$ cat src/rtl/sdram_s1_arbiter.sv
// Two-master arbiter for the sdram_s1 Avalon slave. An in-order read-ID FIFO
// steers each s_readdatavalid back to the master that issued the read.
module sdram_s1_arbiter #(
  parameter int MAX_PEND = 4,
  parameter int ADDR_W   = 25
) (
  input  logic              clk,
  input  logic              reset,
  input  logic [ADDR_W-1:0] m0_address,
  input  logic [1:0]        m0_byteenable,
  input  logic              m0_read,
  input  logic              m0_write,
  input  logic [15:0]       m0_writedata,
  output logic              m0_waitrequest,
  output logic [15:0]       m0_readdata,
  output logic              m0_readdatavalid,
  input  logic [ADDR_W-1:0] m1_address,
  input  logic [1:0]        m1_byteenable,
  input  logic              m1_read,
  input  logic              m1_write,
  input  logic [15:0]       m1_writedata,
  output logic              m1_waitrequest,
  output logic [15:0]       m1_readdata,
  output logic              m1_readdatavalid,
  output logic [ADDR_W-1:0] s_address,
  output logic [1:0]        s_byteenable_n,
  output logic              s_chipselect,
  output logic              s_read_n,
  output logic              s_write_n,
  output logic [15:0]       s_writedata,
  input  logic [15:0]       s_readdata,
  input  logic              s_readdatavalid,
  input  logic              s_waitrequest,
  output logic              err_orphan
);
  localparam int PTR_W = $clog2(MAX_PEND);
  localparam int CNT_W = PTR_W + 1;

  typedef enum logic [1:0] {IDLE, GNT0, GNT1} state_t;

  state_t            state_q, state_d;
  logic              last_gnt_q, last_gnt_d;
  logic [PTR_W-1:0]  wr_ptr_q, wr_ptr_d, rd_ptr_q, rd_ptr_d;
  logic [CNT_W-1:0]  count_q, count_d;
  logic [MAX_PEND-1:0] ids_q, ids_d;
  logic              err_orphan_q, err_orphan_d;

  logic fifo_full, fifo_empty, elig0, elig1, pop, push, head_id, g_read, g_write;

  always_comb begin
    fifo_full  = (count_q == CNT_W'(MAX_PEND));
    fifo_empty = (count_q == '0);
    elig0      = (m0_read | m0_write) & (m0_write | ~fifo_full);
    elig1      = (m1_read | m1_write) & (m1_write | ~fifo_full);
    pop        = s_readdatavalid & ~fifo_empty;
    head_id    = ids_q[rd_ptr_q];
  end

  assign m0_readdata      = s_readdata;
  assign m1_readdata      = s_readdata;
  assign m0_readdatavalid = pop & ~head_id;
  assign m1_readdatavalid = pop & head_id;
  assign err_orphan       = err_orphan_q;

  // Slave port mux: a granted master sees the slave directly; both-high is a write.
  always_comb begin
    g_read         = 1'b0;
    g_write        = 1'b0;
    s_chipselect   = 1'b0;
    s_read_n       = 1'b1;
    s_write_n      = 1'b1;
    s_address      = '0;
    s_byteenable_n = 2'b11;
    s_writedata    = '0;
    m0_waitrequest = 1'b1;
    m1_waitrequest = 1'b1;
    case (state_q)
      GNT0: begin
        g_write        = m0_write;
        g_read         = m0_read & ~m0_write;
        s_chipselect   = 1'b1;
        s_read_n       = ~g_read;
        s_write_n      = ~g_write;
        s_address      = m0_address;
        s_byteenable_n = ~m0_byteenable;
        s_writedata    = m0_writedata;
        m0_waitrequest = s_waitrequest;
      end
      GNT1: begin
        g_write        = m1_write;
        g_read         = m1_read & ~m1_write;
        s_chipselect   = 1'b1;
        s_read_n       = ~g_read;
        s_write_n      = ~g_write;
        s_address      = m1_address;
        s_byteenable_n = ~m1_byteenable;
        s_writedata    = m1_writedata;
        m1_waitrequest = s_waitrequest;
      end
      default: ;
    endcase
  end

  always_comb begin
    state_d    = state_q;
    last_gnt_d = last_gnt_q;
    push       = 1'b0;
    case (state_q)
      IDLE: begin
        // On a tie the master that did not win last time goes first.
        if (elig0 && (!elig1 || last_gnt_q)) begin
          state_d    = GNT0;
          last_gnt_d = 1'b0;
        end else if (elig1) begin
          state_d    = GNT1;
          last_gnt_d = 1'b1;
        end
      end
      GNT0, GNT1: begin
        if (!(g_read | g_write)) begin
          state_d = IDLE;
        end else if (!s_waitrequest) begin
          state_d = IDLE;
          push    = g_read;
        end
      end
      default: state_d = IDLE;
    endcase
  end

  always_comb begin
    wr_ptr_d     = wr_ptr_q;
    rd_ptr_d     = rd_ptr_q;
    ids_d        = ids_q;
    count_d      = count_q;
    err_orphan_d = err_orphan_q;
    if (push) begin
      ids_d[wr_ptr_q] = (state_q == GNT1);
      wr_ptr_d        = wr_ptr_q + PTR_W'(1);
    end
    if (pop) rd_ptr_d = rd_ptr_q + PTR_W'(1);
    if (push && !pop) count_d = count_q + CNT_W'(1);
    else if (pop && !push) count_d = count_q - CNT_W'(1);
    if (s_readdatavalid && fifo_empty) err_orphan_d = 1'b1;
  end

  always_ff @(posedge clk) begin
    if (reset) begin
      state_q      <= IDLE;
      last_gnt_q   <= 1'b1;
      wr_ptr_q     <= '0;
      rd_ptr_q     <= '0;
      count_q      <= '0;
      ids_q        <= '0;
      err_orphan_q <= 1'b0;
    end else begin
      state_q      <= state_d;
      last_gnt_q   <= last_gnt_d;
      wr_ptr_q     <= wr_ptr_d;
      rd_ptr_q     <= rd_ptr_d;
      count_q      <= count_d;
      ids_q        <= ids_d;
      err_orphan_q <= err_orphan_d;
    end
  end
endmodule

$ cat config.mk
export PLATFORM = sky130hd
export DESIGN_NAME = sdram_s1_arbiter
export DESIGN_NICKNAME = d
export VERILOG_FILES = /design/src/rtl/sdram_s1_arbiter.sv
export SDC_FILE = /design/constraint.sdc
export NUM_CORES = 1
export LEC_CHECK = 0
export BUFFER_PORTS_ARGS = -buffer_cell sky130_fd_sc_hd__buf_2
export CORE_MARGIN = 3
export CORE_UTILIZATION = 36
export CTS_BUF_LIST = sky130_fd_sc_hd__clkbuf_8 sky130_fd_sc_hd__clkbuf_16
export DETAILED_ROUTE_END_ITERATION = 6
export PLACE_DENSITY = 0.86
export SETUP_SLACK_MARGIN = 0.2
export SLEW_MARGIN = 5
export SYNTH_ARGS = -nofsm -noshare
export SYNTH_HDL_FRONTEND = slang
export SYNTH_SLANG_ARGS = --single-unit
$ cat constraint.sdc
create_clock -name clk -period 2.9 [get_ports clk]
set_input_delay 0 -clock clk [delete_from_list [all_inputs] [get_ports clk]]
set_output_delay 0 -clock clk [all_outputs]
set_load 0.02 [all_outputs]
==> results by group, run 1 <==
Worst setup path
  • Number of buffers and inverters on the critical path: 2
  • Crit-path cells: inv_1, ha_1, nor2b_4, o21a_2, ha_1, inv_1, fa_1, xor2_1, or3_1, a21oi_1
  • Critical path class: register to register
  • Crit end category: register
  • Worst R2R Setup Slack: 410 ps
  • Worst EP arrival: 2680 ps
  • Slowest cell on crit path: dfxtp_1
  • Crit path largest cell delay: 380 ps
  • Crit path required time: 3090 ps
  • Crit start category: register
  • Largest delay share family, worst path: adder cells
  • Max FO, Critical Path: 5

Final layout
  • Area grow syn2layout: 29.8%
  • Ant diodes: 0
  • Share of cells above drive strength 1: 48.8%
  • Final nets: 453
  • Sequential cell area: 300 um2
  • Fill count: 469
  • Multi-input gate area: 1200 um2

Drt
  • WL met3: 496 um
  • Detailed-route DRC error count: 0
  • Detailed-route via count: 2017
  • Routed WL: 6.32 mm
  • Routed wl met2: 3.16 mm
  • DRT met1 WL: 2.61 mm
  • DR top layer: met4
  • Drt wl/cell: 15.8 um
  • First drt pass iteration count: 4
  • Initial drt markers: 62
  • Detail Route Antenna Nets: 0
  • Vias/cell: 5.06

Floorplan
  • Ports: 193
  • Die width: 77.8 um
  • Die Y: 77.8 um
  • Die area: 6060 um2
  • Initial core utilization: 38.3%
  • Core Box Area: 4850 um2
  • # rows: 25

Yosys
  • Synth Cell Area: 1860 um2
  • Number of flops mapped to enable cells by yosys: 0
  • Yosys warning total: 0
  • Most common cell in the netlist: nor2b_1
  • Area leader, netlist: a22oi_1
  • Syn avg cell area: 8.01 um2
  • Post-synthesis sequential area ratio: 16.2%
  • Post-Syn Nets: 352
  • Mapped Cells: 232
  • Top post-synthesis cells by area: a22oi_1, dfxtp_1, nor2b_1
  • Top_reg_cell synth: dfxtp_1
  • Synth top area share: 16.6%
  • Netlist cell types: 39
  • Asr flop ratio synth: 0%
  • Synth top cells by count: nor2b_1, a22oi_1, buf_4
  • #FFs+latches synth: 15

Power
  • Logic pwr share: 70.3%
  • Sw Share: 48.4%
  • Largest vdd supply drop: 0.445 mV
  • Cell internal pwr: 0.000772 W
  • Pwr/cell area: 620 nW/um2
  • Leak: 1.17 nW
  • Sequential share of power: 18.2%
  • Clock power share: 11.5%
  • Net Sw Power: 0.000723 W

Global routing
  • Largest net degree at the start of global routing: 49
  • Initial antenna violation count: 0
  • First-pass GRT wire length: 9.47 mm
  • Grt ovf: 0
  • Vias in the first global route: 1924
  • Gr usage total: 19.3%

Clock tree
  • TritonCTS clock tree: yes
  • Post-CTS Repair Setup Buffers: 0
  • TritonCTS Sinks: 15
  • Clock Pin Slew Worst Setup and Hold Paths: 60 ps
  • Clock tree buffer depth: 2
  • CTS root buffer: clkbuf_8
  • H-tree lvl count: 1
  • CTS Buf Count: 3
  • Clk_lat worst skew: 250 ps

Hold path
  • Hold WC Path Type: primary input to output pin

STA
  • F_max: 402 MHz
  • Hold Fails Final Rpt: 0
  • Fin crit share: 85.9%
  • Final TNS setup: 0 ps
  • Number of max-slew violations in the final report: 0
  • Least-Margin Pin Slew: 473 ps
  • Setup slack after layout: 410 ps
  • Clock Skews: 0.973 ps
  • Final setup fails: 0
  • Relative slew slack: 68.5%
  • Tmin final: 2490 ps
  • RSZ-0062 raised after global routing: false

Placed design
  • Placer Congestion: 0.839
  • DP HPWL: 5.17 mm
  • DP Worst Slack: 244 ps
  • I/O Buffers: 144

Job
  • Max-cap violations: 0

Status
  • Outcome: finished, final reports clean
## path summary, 6_finish.rpt
check	startpoint	endpoint	cells after the start
setup reg to reg	state_q[0]$_SDFFE_PP0P_	count_q[2]$_SDFFE_PP0P_	10
setup / recovery	state_q[0]$_SDFFE_PP0P_	count_q[2]$_SDFFE_PP0P_	10
hold / removal	s_readdata[5]	m1_readdata[5]	0
hold reg to reg	err_orphan$_SDFFE_PP0P_	err_orphan$_SDFFE_PP0P_	2
## state kept, by name, indices dropped and copies added (netlist names)
register    count
state_q         2
count_q         3
wr_ptr_q        2
last_gnt_q      1
rd_ptr_q        2
err_orphan      1
ids_q           4
## placed cells by master (no fill, tap or decap), drive strengths merged, types with 2 or more instances in the layout
cell    count
dfxtp      15
mux2i       6
o21a        2
o211ai      4
buf       147
a22oi      41
o32ai       2
and2b       2
inv         9
nand2b      5
and3b       2
nor2b      43
o221ai      4
clkbuf      3
nor2       12
ha          9
xor2        4
a21oi       4
## power groups by stage
stage	registers [W]	logic, W	clock network [W]
after CTS	0.000273	0.00105	0.000179
final	0.000272	0.00105	0.000173
after detailed placement	0.000277	0.00104	0
after global routing	0.000278	0.00115	0.000190
after global placement	0.000274	0.00103	0
after floorplan	0.000275	0.000812	0
## stage by stage
step | instances | cell area (um2) | power [W] | utilization (%) | hold slack, ps
after floorplan | 232 | 1860 | 0.00109 | - | 113
after global placement | 395 | 2360 | 0.00130 | 48.6 | 0.200
after detailed placement | 395 | 2360 | 0.00132 | 48.6 | 0.200
after CTS | 399 | 2400 | 0.00150 | 49.6 | 0.200
after global routing | 399 | 2410 | 0.00162 | 49.8 | 0.147
final | 399 | 2410 | 0.00149 | 49.8 | 0.0221
## cell families after synthesis
kind of cell / Yosys count / share of synthesized area (%)
adder cells (fa/ha/maj): 10 / 7.14
XOR/XNOR: 5 / 2.36
flip-flops: 15 / 16.2
AO/OA/AOI/OAI: 65 / 27.5
AND/OR/NAND/NOR: 70 / 22.8
buffers and inverters: 60 / 19.6
multiplexers: 7 / 4.44
## layout make-up
cell class / instances / area share [%]
clock buffer: 3 / 1.71
clock inverter: 1 / 0.207
inverter: 9 / 1.40
multi-input combinational: 157 / 49.9
sequential: 15 / 12.4
tap: 67 / 3.48
timing repair buffer: 147 / 30.8
## routing by layer
layer / vias to the layer above / track usage [%]
met3: 5 / 4.87
met4: 0 / 4.27
met5: - / 0
met1: 929 / 22.8
li1: 990 / -
met2: 93 / 34.8
## repair_timing
| item | CTS | global route |
|---|---|---|
| hold buffers | 0 | 0 |
| resized for setup | 0 | 3 |
| endpoints found under the setup margin | 0 | 1 |
(Power assumes the default switching activity.)
==> run 2, diff against run 1 <==
Clock period 2.9 ns to 2.6 ns, I/O delays scaled along.
==> run 2 against run 1 <==
Against the previous run:
- maximum frequency up 6.7%
- cell count up 2.5%
- via count up 3.5%
- flip-flop and latch count unchanged
- critical path type unchanged
- die area unchanged
- highest routed layer unchanged
- design area up 5.2%
- utilization up 2.6 points
==> results by group, run 2 (same netlist as run 1, synthesis figures left out) <==
Floorplan
  • Core Box Area: 4850 um2
  • Initial core utilization: 38.3%
  • # rows: 25
  • Die width: 77.8 um
  • Die area: 6060 um2
  • Die Y: 77.8 um
  • Ports: 193

Worst setup path
  • Crit end category: register
  • Crit start category: register
  • Max FO, Critical Path: 4
  • Worst EP arrival: 2530 ps
  • Crit path required time: 2800 ps
  • Critical path class: register to register
  • Worst R2R Setup Slack: 270 ps

STA
  • Final setup fails: 0
  • Relative slew slack: 69.1%
  • Tmin final: 2330 ps
  • F_max: 428 MHz
  • Least-Margin Pin Slew: 463 ps
  • Final TNS setup: 0 ps
  • RSZ-0062 raised after global routing: true
  • Hold WS: 0.0483 ps
  • Fin crit share: 89.8%
  • Hold Fails Final Rpt: 0
  • Clock Skews: 5.01 ps
  • Number of max-slew violations in the final report: 0

Final layout
  • Biggest register: ids_q
  • Number of flip-flops in the largest register: 4
  • Top flop regs: ids_q x4, count_q x3
  • Most common cell after layout, fill and taps aside: buf_2
  • Share of cells above drive strength 1: 53.8%
  • Area grow syn2layout: 36.6%
  • Commonest cells after routing, fill and taps aside: buf_2, nor2b_1, a22oi_1, dfxtp_1, buf_4
  • Final nets: 463
  • Ant diodes: 0

Global routing
  • Gr usage total: 20.1%
  • First-pass GRT wire length: 9.95 mm
  • Grt ovf: 0
  • Vias in the first global route: 2078
  • Largest net degree at the start of global routing: 49
  • Initial antenna violation count: 0

Job
  • Max-cap violations: 0

Power
  • Largest vdd supply drop: 0.517 mV
  • Pwr/cell area: 695 nW/um2
  • Leak: 1.22 nW

Drt
  • Detail Route Antenna Nets: 0
  • Detailed-route via count: 2087
  • Detailed-route DRC error count: 0
  • First drt pass iteration count: 4
  • Drt wl/cell: 16.0 um
  • Initial drt markers: 94
  • Vias/cell: 5.10
  • Routed WL: 6.53 mm

Clock tree
  • Clk_lat worst skew: 260 ps
  • Clock Pin Slew Worst Setup and Hold Paths: 70 ps
  • TritonCTS Sinks: 15
  • H-tree lvl count: 1
  • CTS root buffer: clkbuf_8
  • CTS Buf Count: 3
  • Clock tree buffer depth: 2
  • TritonCTS clock tree: yes

Placed design
  • I/O Buffers: 144
  • Placer Congestion: 0.811
  • DP HPWL: 5.05 mm

Status
  • Outcome: finished, final reports clean

Hold path
  • Hold WC Path Type: primary input to output pin
run 2: per-stage QoR:
step                setup slack (ps)  util, %  instances  power, W  instance area (um2)
CTS                              226     50.8        403   0.00173                 2460
global route                     185     52.3        409   0.00188                 2540
detailed placement              11.2     49.2        396   0.00150                 2380
floorplan                        236        -        232   0.00124                 1880
global placement                 178     49.2        396   0.00147                 2380
finish                           266     52.3        409   0.00176                 2540
run 2: final timing paths:
kind / depth (start not counted) / end / start
max: 10 / count_q[2]$_SDFFE_PP0P_ / state_q[1]$_SDFFE_PP0P_
min: 0 / m0_readdata[3] / s_readdata[3]
max reg2reg: 10 / count_q[2]$_SDFFE_PP0P_ / state_q[1]$_SDFFE_PP0P_
min reg2reg: 2 / err_orphan$_SDFFE_PP0P_ / err_orphan$_SDFFE_PP0P_
run 2: report_power, final:
| part | switching [W] | internal (W) |
|---|---|---|
| registers | 0.0000359 | 0.000270 |
| logic | 0.000717 | 0.000539 |
| clock network | 0.0000931 | 0.000108 |
run 2: area by class of cell:
type / count / area, um2
Clock buffer: 3 / 41.3
Clock inverter: 1 / 7.51
Sequential cell: 15 / 303
Multi-Input combinational cell: 157 / 1250
Fill cell: 446 / 2310
Timing Repair Buffer: 157 / 818
Tap cell: 67 / 83.8
Inverter: 9 / 36.3
run 2: repair_timing:
| action | 4_1_cts | 5_1_grt |
|---|---|---|
| setup endpoints to repair | 1 | 1 |
| endpoints found under the hold margin | 0 | 0 |
| pin swaps | 1 | 7 |
| setup buffers | 3 | 6 |
| hold buffers | 0 | 0 |
| gates resized for setup | 5 | 9 |
run 2: critical path: stages (launching register included):
cell	delay, ps
dfxtp_2	350
inv_4	50
ha_4	250
nor2b_4	160
o21a_1	190
ha_2	220
inv_2	50
fa_2	380
xor2_2	160
or3_1	370
a21oi_2	120
run 2: per-layer routing:
layer | track usage (%) | wire, um | share of wire [%] | up-vias
li1 | - | - | - | 1005
met2 | 38.8 | 3490 | 53 | 118
met4 | 4.98 | 59 | 0.90 | 0
met3 | 3.94 | 548 | 8.4 | 6
met5 | 0 | 0 | 0 | -
met1 | 21.9 | 2430 | 37 | 958
